$ cat src/rtl/perceptron_pkg.sv
// Shared types and helpers for the perceptron unit: FSM states, width helpers
// and the saturating add used by the weight update.
package perceptron_pkg;

   typedef enum logic [1:0] {
      ST_IDLE   = 2'd0,
      ST_ACCUM  = 2'd1,
      ST_UPDATE = 2'd2,
      ST_RESP   = 2'd3
   } state_e;

   // Address width covering weight indices 0..n-1 plus the bias slot n.
   function automatic int unsigned addr_width(input int unsigned n_inputs);
      return (n_inputs < 1) ? 1 : $clog2(n_inputs + 1);
   endfunction

   // Smallest accumulator that cannot overflow: bias plus n weights.
   function automatic int unsigned min_acc_width(input int unsigned w_width,
                                                 input int unsigned n_inputs);
      return w_width + $clog2(n_inputs + 1);
   endfunction

   // Signed add clamped to the range of a w_width-bit two's complement value.
   function automatic longint sat_add(input longint a, input longint b,
                                      input int unsigned w_width);
      longint sum;
      longint hi;
      longint lo;
      sum = a + b;
      hi  = (longint'(1) <<< (w_width - 1)) - 1;
      lo  = -hi - 1;
      if (sum > hi) return hi;
      if (sum < lo) return lo;
      return sum;
   endfunction

endpackage

$ cat src/rtl/perceptron_weight_bank.sv
// N weights plus bias in one register array (slot N is the bias), with a
// config write port, an indexed read, and a parallel saturating training update.
module perceptron_weight_bank
   import perceptron_pkg::*;
#(
   parameter int unsigned N_INPUTS = 2,
   parameter int unsigned W_WIDTH  = 8,
   parameter int unsigned LR_SHIFT = 0,
   parameter int unsigned AW       = addr_width(N_INPUTS)
) (
   input  logic                       clk,
   input  logic                       rst,
   input  logic                       cfg_we,
   input  logic [AW-1:0]              cfg_addr,
   input  logic signed [W_WIDTH-1:0]  cfg_wdata,
   input  logic [AW-1:0]              rd_idx,
   output logic signed [W_WIDTH-1:0]  rd_w_c,
   output logic signed [W_WIDTH-1:0]  bias_c,
   input  logic                       upd_en,
   input  logic                       upd_dec,
   input  logic [N_INPUTS-1:0]        upd_x
);

   localparam longint STEP = longint'(1) <<< LR_SHIFT;

   logic signed [W_WIDTH-1:0] w_q [N_INPUTS+1];
   logic signed [W_WIDTH-1:0] w_d [N_INPUTS+1];
   longint                    delta;

   // Config writes only occur in IDLE and updates only in UPDATE, so they never collide.
   always_comb begin
      w_d   = w_q;
      delta = upd_dec ? -STEP : STEP;
      if (cfg_we) begin
         if (32'(cfg_addr) <= N_INPUTS) begin
            w_d[cfg_addr] = cfg_wdata;
         end
      end else if (upd_en) begin
         for (int i = 0; i < N_INPUTS; i++) begin
            if (upd_x[i]) begin
               w_d[i] = W_WIDTH'(sat_add(longint'(w_q[i]), delta, W_WIDTH));
            end
         end
         w_d[N_INPUTS] = W_WIDTH'(sat_add(longint'(w_q[N_INPUTS]), delta, W_WIDTH));
      end
   end

   always_ff @(posedge clk) begin
      if (rst) begin
         for (int i = 0; i <= N_INPUTS; i++) begin
            w_q[i] <= '0;
         end
      end else begin
         w_q <= w_d;
      end
   end

   assign rd_w_c = w_q[rd_idx];
   assign bias_c = w_q[N_INPUTS];

endmodule

$ cat src/rtl/perceptron_unit.sv
// Sequential single-neuron perceptron: one weight per cycle into a signed
// accumulator, hard threshold at zero, optional perceptron-rule training.
module perceptron_unit
   import perceptron_pkg::*;
#(
   parameter int unsigned N_INPUTS  = 2,
   parameter int unsigned W_WIDTH   = 8,
   parameter int unsigned ACC_WIDTH = 16,
   parameter int unsigned LR_SHIFT  = 0
) (
   input  logic                               clk,
   input  logic                               rst,
   input  logic                               in_valid,
   output logic                               in_ready,
   input  logic [N_INPUTS-1:0]                in_x,
   input  logic                               in_train,
   input  logic                               in_target,
   output logic                               out_valid,
   input  logic                               out_ready,
   output logic                               out_y,
   output logic signed [ACC_WIDTH-1:0]        out_act,
   input  logic                               cfg_we,
   input  logic [addr_width(N_INPUTS)-1:0]    cfg_addr,
   input  logic signed [W_WIDTH-1:0]          cfg_wdata,
   output logic                               cfg_ready
);

   localparam int unsigned   AW       = addr_width(N_INPUTS);
   localparam logic [AW-1:0] LAST_IDX = AW'(N_INPUTS - 1);

   if (N_INPUTS < 1) begin : g_chk_n
      $error("perceptron_unit: N_INPUTS must be at least 1");
   end
   if (ACC_WIDTH < min_acc_width(W_WIDTH, N_INPUTS)) begin : g_chk_acc
      $error("perceptron_unit: ACC_WIDTH too narrow for W_WIDTH and N_INPUTS");
   end

   state_e                       state_q,     state_d;
   logic [AW-1:0]                idx_q,       idx_d;
   logic signed [ACC_WIDTH-1:0]  acc_q,       acc_d;
   logic [N_INPUTS-1:0]          x_q,         x_d;
   logic                         train_q,     train_d;
   logic                         target_q,    target_d;
   logic                         out_valid_q, out_valid_d;
   logic                         out_y_q,     out_y_d;
   logic signed [ACC_WIDTH-1:0]  out_act_q,   out_act_d;

   logic signed [W_WIDTH-1:0]    rd_w_c;
   logic signed [W_WIDTH-1:0]    bias_c;
   logic signed [ACC_WIDTH-1:0]  acc_sum;
   logic                         x_bit;
   logic                         idle;
   logic                         pred_y;
   logic                         upd_en;

   assign idle      = (state_q == ST_IDLE);
   assign cfg_ready = idle;
   assign in_ready  = idle && !cfg_we;
   assign pred_y    = !acc_q[ACC_WIDTH-1];
   assign upd_en    = (state_q == ST_UPDATE) && (target_q != pred_y);

   perceptron_weight_bank #(
      .N_INPUTS (N_INPUTS),
      .W_WIDTH  (W_WIDTH),
      .LR_SHIFT (LR_SHIFT),
      .AW       (AW)
   ) u_bank (
      .clk       (clk),
      .rst       (rst),
      .cfg_we    (cfg_we && idle),
      .cfg_addr  (cfg_addr),
      .cfg_wdata (cfg_wdata),
      .rd_idx    (idx_q),
      .rd_w_c    (rd_w_c),
      .bias_c    (bias_c),
      .upd_en    (upd_en),
      .upd_dec   (!target_q),
      .upd_x     (x_q)
   );

   // Current term: the indexed weight gated by its feature bit.
   always_comb begin
      x_bit = 1'b0;
      for (int i = 0; i < N_INPUTS; i++) begin
         if (idx_q == AW'(i)) x_bit = x_q[i];
      end
      acc_sum = acc_q + (x_bit ? ACC_WIDTH'(rd_w_c) : {ACC_WIDTH{1'b0}});
   end

   always_comb begin
      state_d     = state_q;
      idx_d       = idx_q;
      acc_d       = acc_q;
      x_d         = x_q;
      train_d     = train_q;
      target_d    = target_q;
      out_valid_d = out_valid_q;
      out_y_d     = out_y_q;
      out_act_d   = out_act_q;
      case (state_q)
         ST_IDLE: begin
            if (in_valid && !cfg_we) begin
               x_d      = in_x;
               train_d  = in_train;
               target_d = in_target;
               acc_d    = ACC_WIDTH'(bias_c);
               idx_d    = '0;
               state_d  = ST_ACCUM;
            end
         end
         ST_ACCUM: begin
            acc_d = acc_sum;
            idx_d = idx_q + AW'(1);
            if (idx_q == LAST_IDX) begin
               if (train_q) begin
                  state_d = ST_UPDATE;
               end else begin
                  state_d     = ST_RESP;
                  out_valid_d = 1'b1;
                  out_y_d     = !acc_sum[ACC_WIDTH-1];
                  out_act_d   = acc_sum;
               end
            end
         end
         // Response reports the prediction made before the weights move.
         ST_UPDATE: begin
            state_d     = ST_RESP;
            out_valid_d = 1'b1;
            out_y_d     = pred_y;
            out_act_d   = acc_q;
         end
         ST_RESP: begin
            if (out_ready) begin
               out_valid_d = 1'b0;
               state_d     = ST_IDLE;
            end
         end
         default: state_d = ST_IDLE;
      endcase
   end

   always_ff @(posedge clk) begin
      if (rst) begin
         state_q     <= ST_IDLE;
         idx_q       <= '0;
         acc_q       <= '0;
         x_q         <= '0;
         train_q     <= 1'b0;
         target_q    <= 1'b0;
         out_valid_q <= 1'b0;
         out_y_q     <= 1'b0;
         out_act_q   <= '0;
      end else begin
         state_q     <= state_d;
         idx_q       <= idx_d;
         acc_q       <= acc_d;
         x_q         <= x_d;
         train_q     <= train_d;
         target_q    <= target_d;
         out_valid_q <= out_valid_d;
         out_y_q     <= out_y_d;
         out_act_q   <= out_act_d;
      end
   end

   assign out_valid = out_valid_q;
   assign out_y     = out_y_q;
   assign out_act   = out_act_q;

endmodule

$ cat config.mk
export PLATFORM = sky130hd
export DESIGN_NAME = perceptron_unit
export DESIGN_NICKNAME = d
export VERILOG_FILES = /design/src/rtl/perceptron_pkg.sv /design/src/rtl/perceptron_weight_bank.sv /design/src/rtl/perceptron_unit.sv
export SDC_FILE = /design/constraint.sdc
export NUM_CORES = 1
export LEC_CHECK = 0
export BUFFER_PORTS_ARGS = -buffer_cell sky130_fd_sc_hd__buf_2
export CAP_MARGIN = 30
export CORE_MARGIN = 4
export CORE_UTILIZATION = 55
export DETAILED_ROUTE_END_ITERATION = 10
export PLACE_DENSITY = 0.72
export REMOVE_ABC_BUFFERS = 1
export SLEW_MARGIN = 20
export SYNTH_ARGS = -nofsm -noshare
export SYNTH_HDL_FRONTEND = slang
export SYNTH_SLANG_ARGS = --single-unit
$ cat constraint.sdc
create_clock -name clk -period 12.25 [get_ports clk]
set_clock_uncertainty 0.15 [all_clocks]
set_input_delay 0.6125 -clock clk [delete_from_list [all_inputs] [get_ports clk]]
set_output_delay 0.6125 -clock clk [all_outputs]
set_load 0.02 [all_outputs]
==> impl_metrics.tcl <==
set metrics [dict create \
    status "finished, final reports clean" \
    synthArstFlopShare_pct 0 \
    worstSetupStartpointType "flip-flop" \
    crit_type "flip-flop to flip-flop" \
    setup_violations 0 \
    coreArea_um2 13500 \
    grt_pass1_vias 6785 \
    die-area_um2 15900 \
    fin_crit_ns 6.44 \
    hp-class "flip-flop to flip-flop" \
    cpPeakStageDelay_ns 0.64 \
    synth_cells 877 \
    cp_max_fo 35 \
    drt_wl_total_mm 19.5 \
    htree_levels 3 \
    power.leakage_nw 3.48 \
    nNetsFinal 1062 \
    tritoncts "yes" \
    grt_use_total_pct 24.8 \
    cts_sinks 66 \
    cpMaxStageDelayCell "buf_4" \
    fmax_mhz 155 \
    ctsLongestPathBuffers 2 \
    period_share_pct 52.5 \
    crit_family "simple AND/OR/NAND/NOR gates" \
    rows 42 \
    first_pass_iters 5 \
    fillers 1195 \
    pin_count 39 \
    diodes 0 \
    cpMostUsedCell "fa_1" \
    portBuffers 38 \
    ys_seq_elements 66 \
    antenna_found_initial 0 \
    dieHeight_um 126 \
    post_cts_buffers 0 \
    initial_utilization_pct 57.0 \
    rsz0062_at_grt "false" \
    syn_area_um2 7670 \
    postRouteAntennaNets 0 \
    multi_input_area_um2 5960 \
    slew_headroom_pct 36.9 \
    p_per_area_nw_per_um2 224 \
    num_vias 6733 \
    numCtsBuffers 9 \
    ir_drop_uv 121 \
    arrival_ns 6.52 \
    globalplace.congestion 1.00 \
    hold_slack_ns 0.304 \
    ys_types 70 \
    crit_required_ns 12.34 \
    clockRootBuffer "clkbuf_16" \
    tightestPinTransition_ns 0.940 \
    drc 0 \
    syn_avg_cell_area_um2 8.74 \
    seqCellArea_um2 1330 \
    cp_cell_sequence "inv_4 -> buf_4 -> ha_1 -> nor2b_1 -> a41oi_1 -> o21ai_0 -> a21o_1 -> a21oi_1 -> inv_1 -> fa_1 -> fa_1 -> or4b_2 -> nor4_1 -> and4_1 -> nand2b_1 -> nand3b_1 -> a221oi_1" \
    synth_ff_type "dfxtp_1" \
    via_per_inst 6.18 \
    hold_viol 0 \
    wire_per_inst_um 17.9 \
    hpwl_mm 14.7 \
    ctsResizeCount 0 \
    die_x_um 126 \
    tns_ns 0 \
    seq_area_frac_synth_pct 17.2 \
    drt-initial-drc-count 597 \
    drive_gt1_share_pct 9.19 \
    clkLatencyLatePin_ns 0.34 \
    cap_violations 0 \
    yosys_warnings 0 \
    critPathCaptureType "flip-flop" \
    cp_num_buf_inv 3 \
    syn_to_final_growth_pct 9.35 \
    synth_edf_count 0 \
    path_clk_slew_ns 0.06 \
    grt_overflow_total 0 \
    cts-hold-fix-buffers 0 \
    slew_viol_final 0 \
    grt_max_degree 66 \
    grt_pass1_wl_mm 32.9 \
]
==> layer usage <==
metal | global-route usage (%) | up-vias | wire (um)
met5 | 0 | - | 0
li1 | - | 3196 | -
met1 | 32.7 | 3297 | 8370
met3 | 3.22 | 38 | 1020
met2 | 42.6 | 202 | 9700
met4 | 7.57 | 0 | 388
==> cell families (layout without fill, tap and decap cells) <==
| group | after synthesis | after routing | share of synthesized area, % |
|---|---|---|---|
| XOR/XNOR | 26 | 26 | 2.97 |
| buffers and inverters | 103 | 140 | 5.08 |
| flip-flops | 66 | 66 | 17.2 |
| adder cells (fa/ha/maj) | 134 | 134 | 30.9 |
| AND/OR/NAND/NOR | 302 | 302 | 20.9 |
| AO/OA/AOI/OAI | 218 | 218 | 19.3 |
| multiplexers | 28 | 28 | 3.66 |
==> registers in the layout, indices dropped and copies added, names as in the netlist <==
register / flops
out_y: 1
u_bank.bias_c: 8
out_valid: 1
acc_q: 16
u_bank.w_q: 16
target_q: 1
x_q: 2
out_act: 16
idx_q: 2
train_q: 1
state_q: 2
==> worst min-delay path: stages, from the launching register on <==
cell and delay [ns]:
dfxtp_1 0.30, nand2_1 0.05, a21oi_1 0.05
==> path summary, 6_finish.rpt <==
path,startpoint,end,slack (ns),cells after the start
setup / recovery,target_q,u_bank.bias_c[5],5.81,17
hold / removal,out_act[1],out_act[1],0.30,2
setup reg to reg,target_q,u_bank.bias_c[5],5.81,17
hold reg to reg,out_act[1],out_act[1],0.30,2
==> metrics by stage <==
step	utilization, %	power, mW	cells	area [um^2]	worst slack [ns]
finish	62.3	1.88	1090	8380	5.81
global route	62.3	2.06	1090	8380	5.21
CTS	62.0	1.86	1087	8340	5.81
detailed placement	59.8	1.60	1071	8050	5.82
global placement	59.7	1.54	1070	8040	6.01
floorplan	-	1.27	848	7550	2.15
==> area by class of cell <==
type | count | area share [%]
clock inverter | 5 | 0.672
sequential | 66 | 15.8
multi-input combinational | 708 | 71.1
clock buffer | 11 | 2.78
tap | 176 | 2.63
inverter | 74 | 3.34
timing repair buffer | 50 | 3.69
==> Yosys cell counts, types with 6 or more instances <==
cell type,n,area share (%)
mux2i_1,28,3.7
nor3_1,29,1.9
and2_1,9,0.73
nor4bb_1,6,0.78
a311oi_1,6,0.69
or4_1,6,0.59
clkbuf_1,27,1.3
nor2_1,79,3.9
a21o_1,20,2.0
a221oi_1,7,0.80
inv_1,72,3.5
nor4b_1,8,0.91
xor2_1,8,0.91
ha_1,42,6.9
a21oi_1,64,4.2
xnor2_1,18,2.1
nand4b_1,9,1.0
a211oi_1,22,2.2
o21ai_0,33,2.2
fa_1,92,24
nand2_1,65,3.2
o22ai_1,8,0.65
nor2b_1,15,1.2
dfxtp_1,66,17
nand3_1,14,0.91
nor4_1,17,1.4
nand4_1,17,1.4
==> power breakdown <==
part / switching, mW / internal [mW] / leakage [nW]
logic: 0.767 / 0.545 / 2.81
clock network: 0.0969 / 0.157 / 0.139
registers: 0.0487 / 0.264 / 0.539
==> cell usage in the layout, fill, tap and decap left out, types with 5 or more instances in the layout <==
master	instances
fa_1	92
nor2_1	79
inv_1	71
nand2_1	65
dfxtp_1	65
a21oi_1	64
ha_1	42
buf_2	38
o21ai_0	32
nor3_1	29
mux2i_1	28
a211oi_1	22
a21o_1	20
xnor2_1	18
nand4_1	17
nor4_1	17
nor2b_1	15
nand3_1	14
and2_1	9
nand4b_1	9
clkbuf_16	9
nor4b_1	8
o22ai_1	8
xor2_1	8
buf_4	8
a221oi_1	7
or4_1	6
a311oi_1	6
nor4bb_1	6
o21bai_1	5
(Power assumes the default switching activity.)
